[src/rtl/uart_tx_param.sv]
// uart_tx_param
//   Parameterised UART transmitter with an input FIFO. Frames are LSB-first:
//   START(0), DATA_BITS data bits, optional parity, one or two STOP(1) bits.
//   Queued entries go out back-to-back with no idle gap.
//
// Parameters
//   DATA_BITS    payload width per frame (5..9)
//   CLKS_PER_BIT clk cycles per serial bit (>= 2)
//   FIFO_DEPTH   input FIFO entries (power of two, >= 2)
//
// Ports
//   clk        system clock, rising edge
//   rst        asynchronous reset, active low
//   tx_start   push strobe; data_in is queued when tx_ready=1
//   data_in    payload to queue
//   parity_en  append parity bit (sampled at frame load)
//   parity_odd odd parity when 1, even when 0 (sampled at frame load)
//   two_stop   two stop bits when 1 (sampled at frame load)
//   data_out   registered serial line, idles high
//   tx_ready   FIFO not full
//   tx_busy    frame in progress or FIFO non-empty
module uart_tx_param #(
  parameter int DATA_BITS    = 8,
  parameter int CLKS_PER_BIT = 16,
  parameter int FIFO_DEPTH   = 4
) (
  input  logic                 clk,
  input  logic                 rst,
  input  logic                 tx_start,
  input  logic [DATA_BITS-1:0] data_in,
  input  logic                 parity_en,
  input  logic                 parity_odd,
  input  logic                 two_stop,
  output logic                 data_out,
  output logic                 tx_ready,
  output logic                 tx_busy
);

  localparam int PTR_W  = $clog2(FIFO_DEPTH);
  localparam int CNT_W  = PTR_W + 1;
  localparam int BAUD_W = $clog2(CLKS_PER_BIT);
  localparam int BIT_W  = $clog2(DATA_BITS);

  localparam logic [CNT_W-1:0]  FULL      = CNT_W'(FIFO_DEPTH);
  localparam logic [BAUD_W-1:0] BAUD_LAST = BAUD_W'(CLKS_PER_BIT - 1);
  localparam logic [BIT_W-1:0]  BIT_LAST  = BIT_W'(DATA_BITS - 1);

  typedef enum logic [2:0] {IDLE, START, DATA, PARITY, STOP} state_t;

  // Per-frame configuration, frozen at load so mid-frame mode changes
  // cannot corrupt the frame on the wire.
  typedef struct packed {
    logic par_en;
    logic two_stop;
  } frame_cfg_t;

  // ---------------------------------------------------------------- FIFO
  logic [DATA_BITS-1:0] mem [FIFO_DEPTH];
  logic [PTR_W-1:0]     wr_ptr, rd_ptr;
  logic [CNT_W-1:0]     count;
  logic                 push, pop, fifo_empty;
  logic [DATA_BITS-1:0] head;

  // ---------------------------------------------------------------- FSM
  state_t               state;
  frame_cfg_t           cfg;
  logic [BAUD_W-1:0]    baud;
  logic [BIT_W-1:0]     bit_idx;
  logic                 stop_idx;
  logic [DATA_BITS-1:0] shift;
  logic                 par_bit;
  logic                 baud_last, last_stop;

  assign fifo_empty = (count == '0);
  assign tx_ready   = (count != FULL);
  assign tx_busy    = (state != IDLE) || !fifo_empty;
  assign head       = mem[rd_ptr];
  assign push       = tx_start && tx_ready;

  assign baud_last  = (baud == BAUD_LAST);
  assign last_stop  = (state == STOP) && baud_last && (stop_idx || !cfg.two_stop);
  // Load from IDLE, or chain directly off the last stop cycle so the next
  // START follows with no gap.
  assign pop        = !fifo_empty && ((state == IDLE) || last_stop);

  // Storage needs no reset: count gates every read.
  always_ff @(posedge clk) begin
    if (push) mem[wr_ptr] <= data_in;
  end

  always_ff @(posedge clk or negedge rst) begin
    if (!rst) begin
      wr_ptr <= '0;
      rd_ptr <= '0;
      count  <= '0;
    end else begin
      if (push) wr_ptr <= wr_ptr + PTR_W'(1);
      if (pop)  rd_ptr <= rd_ptr + PTR_W'(1);
      case ({push, pop})
        2'b10:   count <= count + CNT_W'(1);
        2'b01:   count <= count - CNT_W'(1);
        default: ;
      endcase
    end
  end

  always_ff @(posedge clk or negedge rst) begin
    if (!rst) begin
      state    <= IDLE;
      cfg      <= '0;
      baud     <= '0;
      bit_idx  <= '0;
      stop_idx <= 1'b0;
      shift    <= '0;
      par_bit  <= 1'b0;
      data_out <= 1'b1;
    end else if (pop) begin
      state    <= START;
      cfg      <= '{par_en: parity_en, two_stop: two_stop};
      shift    <= head;
      par_bit  <= (^head) ^ parity_odd;
      baud     <= '0;
      bit_idx  <= '0;
      stop_idx <= 1'b0;
      data_out <= 1'b0;
    end else if (state == IDLE) begin
      baud     <= '0;
      data_out <= 1'b1;
    end else if (!baud_last) begin
      baud <= baud + BAUD_W'(1);
    end else begin
      baud <= '0;
      case (state)
        START: begin
          state    <= DATA;
          bit_idx  <= '0;
          data_out <= shift[0];
        end
        DATA: begin
          if (bit_idx == BIT_LAST) begin
            if (cfg.par_en) begin
              state    <= PARITY;
              data_out <= par_bit;
            end else begin
              state    <= STOP;
              stop_idx <= 1'b0;
              data_out <= 1'b1;
            end
          end else begin
            bit_idx  <= bit_idx + BIT_W'(1);
            shift    <= shift >> 1;
            data_out <= shift[1];
          end
        end
        PARITY: begin
          state    <= STOP;
          stop_idx <= 1'b0;
          data_out <= 1'b1;
        end
        STOP: begin
          // FIFO non-empty on the last stop cycle is handled by the load
          // branch above.
          if (last_stop) state <= IDLE;
          else           stop_idx <= 1'b1;
          data_out <= 1'b1;
        end
        default: begin
          state    <= IDLE;
          data_out <= 1'b1;
        end
      endcase
    end
  end

endmodule
[config.mk]
export PLATFORM = sky130hd
export DESIGN_NAME = uart_tx_param
export DESIGN_NICKNAME = d
export VERILOG_FILES = /design/src/rtl/uart_tx_param.sv
export SDC_FILE = /design/constraint.sdc
export NUM_CORES = 1
export LEC_CHECK = 0
export BUFFER_PORTS_ARGS = -buffer_cell sky130_fd_sc_hd__buf_2
export CAP_MARGIN = 15
export CELL_PAD_IN_SITES_DETAIL_PLACEMENT = 1
export CELL_PAD_IN_SITES_GLOBAL_PLACEMENT = 2
export CORE_MARGIN = 3
export CORE_UTILIZATION = 45
export DETAILED_ROUTE_END_ITERATION = 7
export MAX_ROUTING_LAYER = met4
export PLACE_DENSITY_LB_ADDON = 0.12
export SLEW_MARGIN = 20
export SYNTH_ARGS = -nofsm -noshare
export SYNTH_HDL_FRONTEND = slang
export SYNTH_SLANG_ARGS = --single-unit
export TNS_END_PERCENT = 1
[constraint.sdc]
create_clock -name clk -period 8.4 [get_ports clk]
set_input_delay 1.68 -clock clk [delete_from_list [all_inputs] [get_ports clk]]
set_output_delay 1.68 -clock clk [all_outputs]
set_load 0.02 [all_outputs]
==> reports/qor.yml <==
status: "complete, no violations"
placed_area_um2: 3018
synth.area.top_cells: "edfxtp_1 (33%), dfrtp_1 (25%), mux4_1 (3.6%), ha_1 (3.5%), mux4_2 (3.1%)"
yosysWarnings: 0
power_density_nw_per_um2: 397.9
dpl.hpwl_mm: 3.982
finalPower_mw: 1.282
peakVddDrop_mv: 0.1873
synth_top_area_share: 0.3323
instances_no_fill: 309
ys_ff_latch: 62
worstPathArrival_ps: 1890
required_ps: 6720
place_congestion: 0.7409
slowest_stage: "nor3_1"
hold_class: "flip-flop to flip-flop"
wl_mm: 5.671
seqPwrFrac: 0.393
post-cts-setup-buffers: 0
drv_slew: 0
drv_cap: 0
dieWidth_um: 86.16
final_antenna_net_count: 0
cp-end-kind: "output pin"
grt_overflow_total: 0
chipHeight_um: 86.16
postCtsResizedCells: 0
skew_ps: 6.868
wire_per_inst_um: 18.35
hold_slack_ps: 477.0
synthToLayoutAreaGrowth_pct: 11.47
avgSynthCellArea_um2: 13.77
fp.dieArea_um2: 7424
min_period_over_period: 0.4251
cts_root_buf: "clkbuf_8"
syn-cell-area_um2: 2892
max_freq_ghz: 0.2801
cts_buffers: 9
cts_tree: "yes"
clkPwrFrac: 0.210
syn_inst: 210
clk_pin_slew_ps: 80
synth_ff_type: "edfxtp_1"
nets: 252
internal_power_mw: 0.8163
cp_max_fo: 7
synth-edff-count: 32
report.final.hold_viol_count: 0
synth_area_leader_cell: "edfxtp_1"
register_area_um2: 1713
ctsHoldBuffers: 0
ys_types: 42
antenna_found_initial: 0
yosys-top-cells-count: "edfxtp_1 (32), dfrtp_1 (29), nor3_1 (12)"
drive_gt1_frac: 0.2094
vias: 1723
port_buffers: 16
switching_power_mw: 0.4662
grt_usage: 0.1743
drt-initial-drc-count: 97
fin_area_um2: 3223
slew_headroom: 0.3466
leakagePower_nw: 1.301
grt_start_max_net_pins: 31
clock_path_buffers: 2
dr.pass1.iters: 4
swShare: 0.3635
crit_family: "simple AND/OR/NAND/NOR gates"
vias_per_cell: 5.576
fin_setup_tns_ps: 0
period_minus_slack_ps: 3571
critical-path-max-stage-delay_ps: 790
io_pins: 17
synth_most_common_cell: "edfxtp_1"
start_util: 0.4771
drcViolationCount: 0
setup_viol: 0
rsz0062_at_grt: "no"
fill_cells: 603
power_frac_comb: 0.397
grt_pass1_vias: 1751
postSynthNetCount: 233
cts_max_level: 3
clock_sinks: 62
worstMarginPinSlew_ps: 972.5
multi_input_area_um2: 1090
async_flop_share: 0.4839
crit_chain: "nor3_1 > nand2_1 > buf_2"
post-place-cells: 293
core_region_area_um2: 6061
clk_latency_ps: 340
ys_seq_area_frac: 0.5924
antennaDiodeCount: 0
crit_type: "flip-flop to output pin"
cp.buffers_inverters: 1
num_rows: 28
cp-start-kind: "flip-flop"
grt_first_pass_wirelength_mm: 9.170
## registers in the layout, indices dropped and copies added (netlist names)
name / count
par_bit: 1
state: 3
rd_ptr: 2
bit_idx: 3
count: 3
mem: 32
shift: 8
stop_idx: 1
data_out: 1
baud: 4
cfg: 2
wr_ptr: 2
## cell type report
class	count	share of cell area
Clock buffer	9	0.03843
Clock inverter	7	0.02523
Inverter	9	0.01048
Multi-Input combinational cell	130	0.3381
Sequential cell	62	0.5314
Tap cell	75	0.02911
Timing Repair Buffer	17	0.02717
## through the flow
step / setup WS, ps / utilization
CTS: 4809 / 0.5318
detailed placement: 5208 / 0.4979
finish: 4829 / 0.5318
global placement: 5302 / 0.4979
floorplan: 5470 / -
global route: 4705 / 0.5318
## metal layers
layer,up-vias,GRT usage,part of all wire
met5,-,-,0
met4,0,0.07626,0.011
met3,6,0.04323,0.033
met2,27,0.2698,0.50
met1,874,0.2173,0.45
li1,816,-,-
## cells in the final DEF, fill, tap and decap left out, types with 2 or more instances in the layout
cell,count
a21o_1,2
a21oi_1,9
and3_1,8
buf_2,16
clkbuf_8,9
clkinv_4,2
dfrtp_1,29
edfxtp_1,32
ha_1,8
inv_1,9
inv_6,3
mux2_2,6
mux2i_1,7
mux4_1,4
mux4_2,4
nand2_1,11
nand2b_1,4
nand3_1,3
nor2_1,11
nor3_1,12
o21ai_0,9
o22ai_1,2
xnor2_1,8
xor2_1,5
## power by group through the flow
stage	Sequential [mW]	Combinational [mW]	Clock, mW
after detailed placement	0.510	0.518	0
after global placement	0.502	0.493	0
final	0.504	0.509	0.269
after CTS	0.505	0.519	0.279
after global routing	0.519	0.568	0.292
after floorplan	0.464	0.453	0
## cell families (layout without fill, tap and decap cells)
group | after synthesis | in the layout | synth area share
AOI/OAI and AO/OA | 32 | 32 | 0.07746
xor gates and xnor gates | 15 | 15 | 0.05279
adders and majority gates | 9 | 9 | 0.04154
buffers and inverters | 18 | 42 | 0.03072
DFF | 62 | 62 | 0.5924
muxes | 21 | 21 | 0.1151
and+or+nand+nor | 53 | 53 | 0.09001
## final timing paths
check,startpoint,to,slack (ps),depth (start not counted)
setup / recovery,count[0],tx_busy,4830,3
hold / removal,baud[0],baud[0],480,1
setup reg to reg,baud[0],count[2],5850,10
hold reg to reg,baud[0],baud[0],480,1
max in group asynchronous,rst,rd_ptr[1],6560,1
min in group asynchronous,rst,cfg[0],1390,1
## worst reg2reg max path, cell delays in order (launching register included)
cell	delay (ps)
dfrtp_1	380
ha_1	220
and3_1	260
o21ai_2	130
a2111oi_4	400
ha_1	250
inv_1	60
fa_1	370
xor2_1	150
nor2_1	110
xor2_1	160
(Power assumes the default switching activity.)
